File: config.mk
export PLATFORM = sky130hd
export DESIGN_NAME = fifo_wr_ctrl
export DESIGN_NICKNAME = d
export VERILOG_FILES = /design/src/rtl/fifo_pkg.sv /design/src/rtl/fifo_wr_ctrl.sv
export SDC_FILE = /design/constraint.sdc
export NUM_CORES = 1
export LEC_CHECK = 0
export ABC_AREA = 1
export CAP_MARGIN = 10
export CORE_MARGIN = 5
export CORE_UTILIZATION = 41
export CTS_CLUSTER_SIZE = 25
export DETAILED_ROUTE_END_ITERATION = 6
export DONT_BUFFER_PORTS = 1
export GPL_TIMING_DRIVEN = 0
export PLACE_DENSITY = 0.65
export SYNTH_ARGS = -nofsm -noshare
export SYNTH_HDL_FRONTEND = slang
export SYNTH_SLANG_ARGS = --single-unit
export TNS_END_PERCENT = 30
File: constraint.sdc
create_clock -name w_clk -period 2.9 [get_ports w_clk]
set_clock_uncertainty 0.05 [all_clocks]
set_input_delay 0.58 -clock w_clk [delete_from_list [all_inputs] [get_ports w_clk]]
set_output_delay 0.58 -clock w_clk [all_outputs]
set_load 0.01 [all_outputs]
File: src/rtl/fifo_pkg.sv
// Shared pointer helpers for the gray-pointer FIFO write and read controllers.
// The conversions work on 32-bit values. Callers zero-extend their AW+1 bit
// pointer on the way in and size-cast the result back on the way out.
// Upper bits that are zero on input stay zero through both conversions.
package fifo_pkg;

  localparam int PTR_MAX_W = 32;

  // Address width for a power-of-two depth; pointers carry one extra wrap bit
  function automatic int addr_width(input int depth);
    return $clog2(depth);
  endfunction

  // Binary to reflected gray code
  function automatic logic [PTR_MAX_W-1:0] bin2gray(input logic [PTR_MAX_W-1:0] b);
    return b ^ (b >> 1);
  endfunction

  // Gray to binary: running xor-prefix from the MSB down
  function automatic logic [PTR_MAX_W-1:0] gray2bin(input logic [PTR_MAX_W-1:0] g);
    logic [PTR_MAX_W-1:0] b;
    b[PTR_MAX_W-1] = g[PTR_MAX_W-1];
    for (int i = PTR_MAX_W - 2; i >= 0; i--) begin
      b[i] = b[i+1] ^ g[i];
    end
    return b;
  endfunction

endpackage

File: src/rtl/fifo_wr_ctrl.sv
// Write-domain controller for the dual-clock gray-pointer FIFO.
// This block produces the RAM write enable and address, the gray write pointer
// sent to the read domain, the full and almost-full flags, a conservative fill
// level, and a sticky overflow flag.
// The read pointer arrives already synchronised. Because it lags the true read
// position, the level and the flags can only over-estimate occupancy.
module fifo_wr_ctrl
  import fifo_pkg::*;
#(
  parameter  int WIDTH        = 4,
  parameter  int DEPTH        = 8,
  parameter  int AFULL_MARGIN = 2,
  localparam int AW           = addr_width(DEPTH),
  localparam int PW           = AW + 1
) (
  input  logic          w_clk,
  input  logic          rst_n,
  input  logic          wr_rq,
  input  logic [PW-1:0] wsync_ptr2,
  input  logic          ovf_clr,
  output logic          wen,
  output logic [AW-1:0] waddr,
  output logic [PW-1:0] wptr,
  output logic          full,
  output logic          almost_full,
  output logic [PW-1:0] wlevel,
  output logic          overflow
);

  // Reject illegal configurations at elaboration time.
  // WIDTH is carried only for consistency with the FIFO top.
  if (WIDTH < 1 || DEPTH < 4 || (DEPTH & (DEPTH - 1)) != 0 ||
      AFULL_MARGIN < 1 || AFULL_MARGIN > DEPTH - 1) begin : g_bad_params
    $fatal(1, "fifo_wr_ctrl: illegal WIDTH/DEPTH/AFULL_MARGIN");
  end

  localparam logic [PW-1:0] AFULL_THRESH = PW'(DEPTH - AFULL_MARGIN);

  logic [PW-1:0] wbin_q, wbin_d;
  logic [PW-1:0] wptr_q, wptr_d;
  logic [PW-1:0] wlevel_q, wlevel_d;
  logic          full_q, full_d;
  logic          afull_q, afull_d;
  logic          overflow_q, overflow_d;
  logic          push;
  logic [PW-1:0] rbin;
  logic [PW-1:0] rptr_wrapped;

  // Next-state computation.
  // A push and a read-pointer advance in the same cycle are both folded in here,
  // so the level holds and full stays low.
  always_comb begin
    push         = wr_rq & ~full_q;
    wbin_d       = wbin_q + PW'(push);
    wptr_d       = PW'(bin2gray(PTR_MAX_W'(wbin_d)));
    rbin         = PW'(gray2bin(PTR_MAX_W'(wsync_ptr2)));
    // Full when the write pointer is exactly one lap ahead of the read pointer.
    // In gray code, that means the top two bits are inverted and the rest are equal.
    rptr_wrapped = {~wsync_ptr2[AW:AW-1], wsync_ptr2[AW-2:0]};
    full_d       = (wptr_d == rptr_wrapped);
    wlevel_d     = wbin_d - rbin;
    afull_d      = (wlevel_d >= AFULL_THRESH);
    // If a new overflow and a clear land on the same cycle, the new overflow wins
    overflow_d   = (wr_rq & full_q) | (overflow_q & ~ovf_clr);
  end

  // State register with asynchronous active-low reset
  always_ff @(posedge w_clk or negedge rst_n) begin
    if (!rst_n) begin
      wbin_q     <= '0;
      wptr_q     <= '0;
      wlevel_q   <= '0;
      full_q     <= 1'b0;
      afull_q    <= 1'b0;
      overflow_q <= 1'b0;
    end else begin
      wbin_q     <= wbin_d;
      wptr_q     <= wptr_d;
      wlevel_q   <= wlevel_d;
      full_q     <= full_d;
      afull_q    <= afull_d;
      overflow_q <= overflow_d;
    end
  end

  assign wen         = push;
  assign waddr       = wbin_q[AW-1:0];
  assign wptr        = wptr_q;
  assign full        = full_q;
  assign almost_full = afull_q;
  assign wlevel      = wlevel_q;
  assign overflow    = overflow_q;

endmodule

# Word-level counts from Yosys, hierarchy flattened
# Cells that the tools add are included.
# classes
bitwise	11
add_sub_neg	2
magnitude_cmp	1
eq_ne	1
# ops
operator	count
adder 4 x 1 -> 4 bit	1
== test 4 bit	1
greater-or-equal comparator 4 x 3 -> 1 bit (second input constant)	1
subtractor 4 bit	1
bitwise XOR 4 x 3 -> 4 bit	1
AND 1 bit	3
bitwise XOR 1 bit	3
NOT 1 bit	2
NOT 2 bit	1
OR 1 bit	1
# totals
wordCells	21
output_inout_bits	15
ff_bits	15
in_bits	8

# Longest topological paths before layout
# Gate-level depths: netlist of the first run.
# depth
depth_word	5
depth_mapped	12
mapped_depth_nobuf	12

# Least setup slack after synthesis of the first run
# No wires, ideal clock.
# synth_timing
kind	input-to-reg
from	input wr_rq
to	register afull_q, in the netlist almost_full
required_time_ns	2.725
path_buffers	0
setup_slack_ns	0.646
path_stages	12
setup_ns	0.125
arrival_ns	2.078
path_cell_list	inv_1 -> nor2_1 -> ha_1 -> ha_1 -> inv_1 -> nand2_1 -> nand2_1 -> ha_1 -> a21oi_1 -> inv_1 -> nand2_1 -> nand3_1
# synth_via
elab_chain_len	4
# synth_lines
item	line	text
from (decl)	fifo_wr_ctrl.sv:18	input logic wr_rq,
AND 1 bit	fifo_wr_ctrl.sv:53	push = wr_rq & ~full_q;
via wen	fifo_wr_ctrl.sv:21	output logic wen,
adder 4 x 1 -> 4 bit	fifo_wr_ctrl.sv:54	wbin_d = wbin_q + PW'(push);
via wbin_d[2]	fifo_wr_ctrl.sv:39	logic [PW-1:0] wbin_q, wbin_d;
subtractor 4 bit	fifo_wr_ctrl.sv:61	wlevel_d = wbin_d - rbin;
greater-or-equal comparator 4 x 3 -> 1 bit	fifo_wr_ctrl.sv:62	afull_d = (wlevel_d >= AFULL_THRESH);
via afull_d	fifo_wr_ctrl.sv:43	logic afull_q, afull_d;
to (signal assigned)	fifo_wr_ctrl.sv:81	afull_q <= afull_d;
to (decl)	fifo_wr_ctrl.sv:43	
# The timed path passes the listed nets, and every way through them passes these cells.

# Worst setup path in the final report of the first run
# layout_timing
from	register full_q, in the netlist full
to	register afull_q, in the netlist almost_full
# layout_via
elab_chain_len	5
# layout_lines
item	line	text
from (decl)	fifo_wr_ctrl.sv:42	logic full_q, full_d;
from (signal assigned)	fifo_wr_ctrl.sv:80	full_q <= full_d;
NOT 1 bit	fifo_wr_ctrl.sv:53	
AND 1 bit	fifo_wr_ctrl.sv:53	
via wen	fifo_wr_ctrl.sv:21	
adder 4 x 1 -> 4 bit	fifo_wr_ctrl.sv:54	
via wbin_d[2]	fifo_wr_ctrl.sv:39	
subtractor 4 bit	fifo_wr_ctrl.sv:61	
greater-or-equal comparator 4 x 3 -> 1 bit	fifo_wr_ctrl.sv:62	
via afull_d	fifo_wr_ctrl.sv:43	
# The timed path passes the listed nets, and every way through them passes these cells.

==> results of run 1 <==
## cell families (layout without fill, tap and decap cells)
family | count (synthesis) | count (layout)
flip-flops | 14 | 14
buffers and inverters | 16 | 20
AO/OA/AOI/OAI | 3 | 3
AND/OR/NAND/NOR | 41 | 41
XOR/XNOR | 5 | 5
adder cells (fa/ha/maj) | 6 | 6
## layout make-up
cell class                 instances  area, µm²
clock buffer                       3      22.52
fill                             174      917.1
inverter                          16      60.06
multi-input combinational         55      335.3
sequential                        14      350.3
tap                               25      31.28
timing repair buffer               1      10.01
## repair_timing
action                                 4_1_cts  5_1_grt
resized for setup                            0        0
hold buffers                                 1        0
endpoints found under the hold margin       14        0
buffers inserted                             0        0
## cells in the final DEF, fill, tap and decap left out, types with 2 or more instances in the layout
cell,count
nand2_1,23
inv_1,16
nand3_1,14
dfrtp_1,14
ha_1,5
clkbuf_4,3
xor2_1,2
nor2_1,2
## worst max-delay path: cells and delay by family (launching register included)
family | cells | cell delay (ps)
AO/OA/AOI/OAI | 1 | 200
adder cells (fa/ha/maj) | 3 | 800
buffers and inverters | 2 | 110
flip-flops | 1 | 430
AND/OR/NAND/NOR | 5 | 600
## flip-flops by register name (all words and copies together) (netlist names)
register / cells
wbin_q: 4
wlevel: 4
wptr: 3
almost_full: 1
full: 1
overflow: 1
## metrics by stage
| step | setup slack [ps] | hold slack [ps] | utilization (%) | power, mW |
|---|---|---|---|---|
| 3_5_place_dp | 451.4 | 234.8 | 45.00 | 0.9126 |
| 5_1_grt | 396.9 | 330.5 | 46.88 | 1.117 |
| 2_1_floorplan | 646.4 | 234.4 | - | 0.8031 |
| 6_report | 586.5 | 354.1 | 46.88 | 1.004 |
| 3_3_place_gp | 468.0 | 234.7 | 45.00 | 0.8955 |
| 4_1_cts | 570.3 | 352.8 | 46.88 | 1.020 |
## final timing paths
check,startpoint,endpoint,slack [ps],cells after the start
setup / recovery,full,almost_full,590,11
hold / removal,ovf_clr,overflow,350,1
setup reg to reg,full,almost_full,590,11
hold reg to reg,full,overflow,520,2
max in group asynchronous,rst_n,wlevel[1],1700,1
min in group asynchronous,rst_n,overflow,710,1
## routing by layer
metal  share of wire (%)  global-route usage [%]  vias up
met5                   0                       0        -
met3                 3.4                   1.994        5
met4                 3.4                   8.936        0
met2                  51                   18.80       14
met1                  42                   12.32      241
li1                    -                       -      271
## where the power goes
part / internal, mW / switching (mW)
clock: 0.0481 / 0.0556
sequential: 0.300 / 0.108
combinational: 0.189 / 0.304
==> results by group, run 1 <==
Yosys
  – Syn Area/Cell: 8.773 µm²
  – Cell with the most instances after synthesis: nand2_1
  – Syn Nets: 99
  – Multiplexer share of the synthesized area: 0%
  – Synth area leaders: dfrtp_1 (47%), nand2_1 (12%), nand3_1 (9.4%)
  – EDFF count, synth: 0
  – Seq/Total Area, Yosys: 46.98%
  – Synth Area in XOR/XNOR: 7.886%
  – Synth cell count leaders: nand2_1 (23), inv_1 (16), dfrtp_1 (14), nand3_1 (14), ha_1 (5)
  – Post-synth cell types: 16
  – Compound-Gate Fraction of Synth Area: 2.349%
  – Post-synth ARST share: 100.0%
  – Synth area leader: dfrtp_1
  – Simple-gate area share of the yosys netlist: 23.66%
  – Largest family of logic cells by synthesized area: simple AND/OR/NAND/NOR gates
  – Adder-cell share of the synthesized area: 11.07%
  – Yosys reg bits: 14
  – Share of the synthesized area in the top cell type: 46.98%
  – Synth Instances: 85
  – Synth Flop Type: dfrtp_1
  – Warnings, synthesis: 0
  – Synthesized cell area: 745.7 µm²

Setup path
  – Worst-path cell chain: nor2_1 > ha_1 > ha_1 > inv_1 > nand2_1 > nand2_1 > ha_1 > a21oi_1 > inv_1 > nand2_1 > nand3_1
  – CP endpoint kind: register
  – Startpoint Class: register
  – Setup CP Type: register to register
  – CP arrival: 2420 ps
  – Worst EP required: 3010 ps
  – CP peak stage delay: 430 ps
  – Worst Path Max Fanout: 4
  – Slowest-stage cell, CP: dfrtp_1

Layout
  – P&R area growth vs syn: 8.557%
  – ANT cells: 0
  – Layout cells sized above 1: 6.742%
  – Cell Count, Final, Fillers Out: 114
  – Post-route cell area: 809.5 µm²
  – Final nets: 105

Global routing
  – Global-route wire length before repair: 2.228 mm
  – Total GRT Usage: 11.25%
  – Vias in the first global route: 501
  – Largest net degree at the start of global routing: 15
  – Initial antenna violation count: 0
  – GR Overflow Total: 0

Timing
  – Worst-Margin Slew: 613.3 ps
  – Final period util: 79.78%
  – Post-layout minimum cycle time: 2314 ps
  – Rel. slew slack: 58.98%
  – RSZ-0062 raised after global routing: no
  – Setup TNS: 0 ps
  – Setup Viol. Count Final: 0
  – Max Fclk: 0.4322 GHz
  – Max-slew violations: 0
  – Final Hold Viols: 0

Routing
  – Routed WL: 1.313 mm
  – Vias/cell: 4.658
  – DRC Markers: 0
  – Routed Antenna Nets: 0
  – TritonRoute pass-1 iters: 4
  – Drt wl/cell: 11.52 µm
  – Via count: 531
  – Initial DRC Count: 14

Floorplan
  – Row count: 15
  – Die area: 0.002772 mm²
  – Initial Utilization: 43.19%
  – Die Ht: 52.65 µm
  – Ports: 23
  – Die width: 52.65 µm
  – Core area: 0.001727 mm²

Place
  – Dpl cell area: 777.0 µm²
  – # port buffers: 0
  – HPWL Detailed: 1.082 mm
  – Placed instance count: 110
  – Gpl congestion: 0.8165

Clock network
  – CTS tree: yes
  – H-Tree Depth: 1
  – CTS root buf: clkbuf_4
  – Clk pin slew, worst setup/hold paths: 70 ps
  – Total CTS buffers: 3
  – Clk sinks: 14
  – Bufs on Longest Clock Path: 2
  – Worst skew pair latency: 270 ps

Power and ir drop
  – Power Dens Cells: 1241 mW/mm²
  – Leak pwr: 0.4448 nW
  – Worst IR drop on VDD: 0.3766 mV

Job
  – Max-Cap Viols: 0

Min path
  – Hold Path Class: input pin to register

Outcome
  – Status: completed
No activity file was read; power rests on OpenSTA's default activity.
==> run 2: changes to the inputs <==
- ABC_AREA: 1 -> 0
- clock period: 2.9 -> 2.35 ns (I/O delays scaled with it)
==> run 2 against run 1 <==
Effect of this change:
- via count shrank 29%
- setup slack worse by 440 ps
- die area down 7.2%
- final cell count is 35% lower
- area after synthesis is 8.9% lower
- clock-buffer cell count unchanged
- hold slack worse by 110 ps
==> results by group, run 2 <==
Outcome
  – Status: completed

Setup path
  – Reg-to-Reg End: almost_full
  – Startpoint Class: register
  – Worst Path Max Fanout: 3
  – Crit path top cell by count: ha_2
  – Crit path capture: almost_full
  – Worst R2R Setup Slack: 150 ps
  – CP endpoint kind: register
  – CP arrival: 2310 ps
  – FF-to-FF Start: full
  – Depth of the worst register-to-register path: 9
  – Worst-path cell chain: nor2b_4 > ha_2 > ha_2 > xor2_4 > ha_4 > a21oi_1 > o21ai_1 > xor3_1 > a21o_1
  – Setup CP Type: register to register
  – CP startpoint: full
  – CP peak stage delay: 450 ps
  – Slowest-stage cell, CP: dfrtp_2
  – Worst EP required: 2460 ps

Place
  – HPWL Detailed: 871.6 µm
  – # port buffers: 0
  – Placed instance count: 69
  – Gpl congestion: 0.7382

Clock network
  – Clk pin slew, worst setup/hold paths: 70 ps
  – Bufs on Longest Clock Path: 2
  – Total CTS buffers: 3
  – CTS tree: yes
  – Worst skew pair latency: 270 ps
  – H-Tree Depth: 1
  – Clk sinks: 14
  – CTS root buf: clkbuf_4

Floorplan
  – Initial Utilization: 44.07%
  – Die width: 50.71 µm
  – Row count: 14
  – Core area: 0.001541 mm²
  – Die Ht: 50.71 µm
  – Ports: 23
  – Die area: 0.002571 mm²

Layout
  – Most frequent cells in the layout: dfrtp_1 (13), inv_1 (7), xnor2_1 (5), xor2_1 (5), clkbuf_4 (3)
  – Layout Utilization: 50.41%
  – ANT cells: 0
  – Final nets: 74
  – P&R area growth vs syn: 14.36%
  – Most common cell after layout, fill and taps aside: dfrtp_1
  – Cell Count, Final, Fillers Out: 74
  – FILL cells: 142
  – Layout cells sized above 1: 20.69%

Yosys
  – Post-synth ARST share: 100.0%
  – Synth area leaders: dfrtp_1 (52%), ha_1 (9.2%), xnor2_1 (6.4%)
  – Cell with the most instances after synthesis: dfrtp_1
  – Syn Nets: 67
  – Synth Instances: 53
  – EDFF count, synth: 0
  – Synthesized cell area: 679.4 µm²
  – Post-synth cell types: 17
  – Synth Flop Type: dfrtp_1
  – Synth area leader: dfrtp_1
  – Syn Area/Cell: 12.82 µm²
  – Yosys reg bits: 14
  – Share of the synthesized area in the top cell type: 51.57%
  – Warnings, synthesis: 0
  – Seq/Total Area, Yosys: 51.57%
  – Synth cell count leaders: dfrtp_1 (14), inv_1 (7), ha_1 (5), xnor2_1 (5), xor2_1 (5)

Power and ir drop
  – Seq pwr share: 40.3%
  – Clock power frac: 9.4%
  – Power Dens Cells: 1708 mW/mm²
  – Final Power: 1.327 mW
  – Combinational share of power: 50.3%
  – Leak pwr: 0.3559 nW
  – Net load switching power: 551.6 µW
  – Switching share of power: 41.56%
  – Worst IR drop on VDD: 0.5872 mV
  – Int Pwr: 775.4 µW

Timing
  – Final period util: 93.59%
  – Setup TNS: 0 ps
  – Post-layout minimum cycle time: 2199 ps
  – Max-slew violations: 0
  – RSZ-0062 raised after global routing: no
  – Max Fclk: 0.4547 GHz
  – Setup Viol. Count Final: 0
  – Final Hold Viols: 0
  – Worst-Margin Slew: 603.6 ps
  – Rel. slew slack: 59.63%

Routing
  – Routed WL: 1.088 mm
  – Vias/cell: 5.108
  – Highest Signal Layer: met4
  – Met2 routed WL: 578 µm
  – Via count: 378
  – Initial DRC Count: 2
  – WL met3: 54 µm
  – Routed Antenna Nets: 0
  – WL met1: 407 µm
  – Drt wl/cell: 14.70 µm
  – DRC Markers: 0
  – TritonRoute pass-1 iters: 2

Job
  – Max-Cap Viols: 0

Global routing
  – Global-route wire length before repair: 1.883 mm
  – Largest net degree at the start of global routing: 15
  – GR Overflow Total: 0
  – Vias in the first global route: 396
  – Total GRT Usage: 10.18%
  – Initial antenna violation count: 0

Min path
  – Hold Path Class: input pin to register
run 2: cell types whose count changed after synthesis, moves of 2 or more:
cell and delta:
inv_1 -9, nand2_1 -21, nand3_1 -12, nor2_1 -2
or3_1 +2, xnor2_1 +4, xor2_1 +3
run 2: critical path, delay by kind of cell (launching register included):
| kind | cells | cell delay, ps |
|---|---|---|
| compound gates | 3 | 370 |
| xor+xnor | 2 | 400 |
| flops | 1 | 450 |
| simple gates | 1 | 160 |
| fa+ha+maj | 3 | 660 |
run 2: worst min-delay path by stage:
stage	cells after the start	endpoint	start	slack, ps
3_5_place_dp	0	wlevel[0]	rst_n	120
4_1_cts	1	overflow	ovf_clr	230
2_1_floorplan	0	almost_full	rst_n	120
6_report	1	overflow	ovf_clr	240
3_3_place_gp	0	wlevel[0]	rst_n	120
5_1_grt	1	overflow	ovf_clr	230
run 2: layout make-up:
| type | instances | area [µm²] | area share, % |
|---|---|---|---|
| Multi-Input combinational cell | 32 | 339.1 | 43.64 |
| Timing Repair Buffer | 2 | 17.52 | 2.254 |
| Tap cell | 16 | 20.02 | 2.576 |
| Clock buffer | 3 | 22.52 | 2.899 |
| Sequential cell | 14 | 351.6 | 45.25 |
| Inverter | 7 | 26.28 | 3.382 |
run 2: logic make-up after synthesis:
| logic type | share of synthesized area (%) |
|---|---|
| adder cells (fa/ha/maj) | 12.15 |
| XOR/XNOR | 21.18 |
| flip-flops | 51.57 |
| AND/OR/NAND/NOR | 6.815 |
| AO/OA/AOI/OAI | 4.420 |
| buffers and inverters | 3.868 |
run 2: metrics by stage:
step	setup WS, ps	cell area, µm²	hold WS (ps)
after global routing	29.43	777.0	230.0
final	150.6	777.0	241.7
after detailed placement	-164.5	709.4	124.6
after global placement	-152.0	709.4	124.7
after CTS	12.26	763.2	232.1
after floorplan	21.91	689.4	124.4
run 2: layer usage:
layer | vias to the layer above | global-route usage (%)
met5 | - | 0
met4 | 0 | 8.936
met3 | 4 | 2.367
met2 | 13 | 16.12
met1 | 182 | 11.19
li1 | 179 | -
run 2: power by group through the flow:
stage                     registers, mW  clock network, mW  logic, mW
after global placement            0.535                  0      0.588
after detailed placement          0.539                  0      0.602
after floorplan                   0.515                  0      0.510
after CTS                         0.540              0.131      0.655
after global routing              0.551              0.149      0.776
final                             0.535              0.125      0.667
run 2: timing repair:
item                       4_1_cts  5_1_grt
hold buffers                     1        0
hold endpoints to repair        14        0
gates resized for setup          2        3
setup endpoints to repair        2        1
cloned                           0        0
buffers inserted                 1        0
==> run 3: changes to the inputs <==
--- a/config.mk
+++ b/config.mk
@@ -8,11 +8,13 @@
 export ABC_AREA = 0
 export CAP_MARGIN = 10
+export CELL_PAD_IN_SITES_DETAIL_PLACEMENT = 1
+export CELL_PAD_IN_SITES_GLOBAL_PLACEMENT = 1
 export CORE_MARGIN = 5
 export CORE_UTILIZATION = 41
-export CTS_CLUSTER_SIZE = 25
+export CTS_CLUSTER_SIZE = 30
 export DETAILED_ROUTE_END_ITERATION = 6
 export DONT_BUFFER_PORTS = 1
 export GPL_TIMING_DRIVEN = 0
-export PLACE_DENSITY = 0.65
+export PLACE_DENSITY = 0.78
 export SYNTH_ARGS = -nofsm -noshare
 export SYNTH_HDL_FRONTEND = slang
--- a/constraint.sdc
+++ b/constraint.sdc
@@ -3,3 +3,3 @@
 set_input_delay 0.47 -clock w_clk [delete_from_list [all_inputs] [get_ports w_clk]]
 set_output_delay 0.47 -clock w_clk [all_outputs]
-set_load 0.01 [all_outputs]
+set_load 0.05 [all_outputs]
==> run 3 against run 2 <==
Effect of this change:
- the flow now finishes with violations (negative setup slack)
- global-route usage up 1.3 points
- via count up 8.5%
- largest cell class is now multi-input gates
- critical endpoint unchanged
- design area up 9.2%
==> results by group, run 3 (synthesis results as in run 2) <==
Routing
  – Drt wl/cell: 16.49 µm
  – Initial DRC Count: 3
  – Routed WL: 1.286 mm
  – Routed Antenna Nets: 0
  – Vias/cell: 5.256
  – TritonRoute pass-1 iters: 4
  – DRC Markers: 0
  – Via count: 410

Timing
  – Max Fclk: 0.4078 GHz
  – Max-slew violations: 0
  – RSZ-0062 raised after global routing: yes
  – Rel. slew slack: 58.17%
  – Setup Viol. Count Final: 2
  – Worst-Margin Slew: 627.5 ps
  – Final Hold Viols: 0
  – Fin worst setup slack: -102.5 ps
  – Final period util: 104.4%
  – Post-layout minimum cycle time: 2452 ps

Layout
  – Most common cell after layout, fill and taps aside: dfrtp_1
  – P&R area growth vs syn: 24.86%
  – Post-route cell area: 848.3 µm²
  – ANT cells: 0
  – Final nets: 77
  – Layout cells sized above 1: 32.26%
  – FILL cells: 163
  – Most frequent cells in the layout: dfrtp_1 (13), inv_1 (7), xnor2_1 (5), xor2_1 (5), buf_4 (4)

Min path
  – Min-Delay Endpoint: overflow
  – Hold Path Class: input pin to register
  – Hold Crit Start: ovf_clr
  – Hold Path Stages: 1

Clock network
  – Clk pin slew, worst setup/hold paths: 80 ps
  – Total CTS buffers: 3
  – Worst skew pair latency: 270 ps
  – Bufs on Longest Clock Path: 2
  – H-Tree Depth: 1
  – CTS tree: yes
  – Clk sinks: 14
  – CTS root buf: clkbuf_4

Setup path
  – Worst Path Max Fanout: 3
  – Setup CP Type: register to register
  – Crit path buf inv count: 0
  – FF-to-FF Start: full
  – Worst-path cell chain: nor2b_4 > ha_4 > ha_4 > xor2_4 > ha_4 > nand2_2 > o21ai_2 > xor3_1 > a21o_1
  – Worst path top cell family by delay: adder cells
  – Startpoint Class: register
  – Slowest-stage cell, CP: dfrtp_2
  – Reg-to-Reg End: almost_full
  – Depth of the worst register-to-register path: 9
  – Crit path top cell by count: ha_4
  – CP endpoint kind: register
  – Crit path depth: 9
  – CP arrival: 2570 ps
  – CP peak stage delay: 540 ps
  – Worst EP required: 2470 ps
  – CP startpoint: full
  – Worst R2R Setup Slack: -100 ps

Place
  – # port buffers: 0
  – Dpl cell area: 757.0 µm²
  – HPWL Detailed: 1.023 mm
  – Gpl congestion: 0.7015

Floorplan
  – Core area: 0.001541 mm²
  – Die width: 50.71 µm
  – Initial Utilization: 44.07%
  – Row count: 14
  – Die Ht: 50.71 µm
  – Ports: 23
  – Die area: 0.002571 mm²

Outcome
  – Status: finished, violations left
  – Failing checks: negative setup slack

Global routing
  – Initial antenna violation count: 0
  – Vias in the first global route: 464
  – Total GRT Usage: 11.48%
  – GR Overflow Total: 0
  – Global-route wire length before repair: 2.187 mm
  – Largest net degree at the start of global routing: 15

Job
  – Max-Cap Viols: 0
-- run 3: cell count changes in the layout (fill, tap and decap cells not counted), sizes merged --
| cell | delta |
|---|---|
| clkbuf | +1 |
| buf | +3 |
-- run 3: layer usage --
layer | vias to the layer above | track usage (%) | wire, µm
li1 | 188 | - | -
met1 | 206 | 11.99 | 469
met2 | 14 | 20.04 | 708
met3 | 2 | 3.550 | 84
met4 | 0 | 6.383 | 25
met5 | - | 0 | 0
-- run 3: worst max path at each step --
stage,endpoint,slack (ps)
floorplan,almost_full,-60
global placement,almost_full,-200
detailed placement,almost_full,-250
CTS,almost_full,-120
global route,almost_full,-200
finish,almost_full,-100
-- run 3: stage by stage --
stage	TNS, ps	cells	setup slack, ps	hold WS (ps)	util [%]
2_1_floorplan	-64.84	53	-64.84	124.4	-
3_5_place_dp	-448.0	69	-250.3	124.6	49.11
6_report	-176.4	78	-102.5	245.8	55.03
4_1_cts	-210.6	78	-124.7	235.2	55.03
5_1_grt	-406.0	78	-197.2	237.3	55.03
3_3_place_gp	-290.8	69	-199.6	124.7	49.11
-- run 3: layout make-up --
type | instances | area, µm² | share of cell area, %
well taps | 16 | 20.02 | 2.360
flip-flops and latches | 14 | 351.6 | 41.45
multi-input cells | 32 | 374.1 | 44.10
repair buffers | 5 | 40.04 | 4.720
inverters | 7 | 26.28 | 3.097
clock buffers | 4 | 36.28 | 4.277
-- run 3: timing repair --
| item | in CTS | in global routing |
|---|---|---|
| gates resized for setup | 4 | 0 |
| hold endpoints to repair | 14 | 0 |
| buffers inserted | 4 | 0 |
| endpoints found under the setup margin | 3 | 3 |
| hold buffers | 1 | 0 |
Power of run 3 is not shown: default switching activity piles up to over one toggle a cycle in this logic, so the estimate is an artifact.
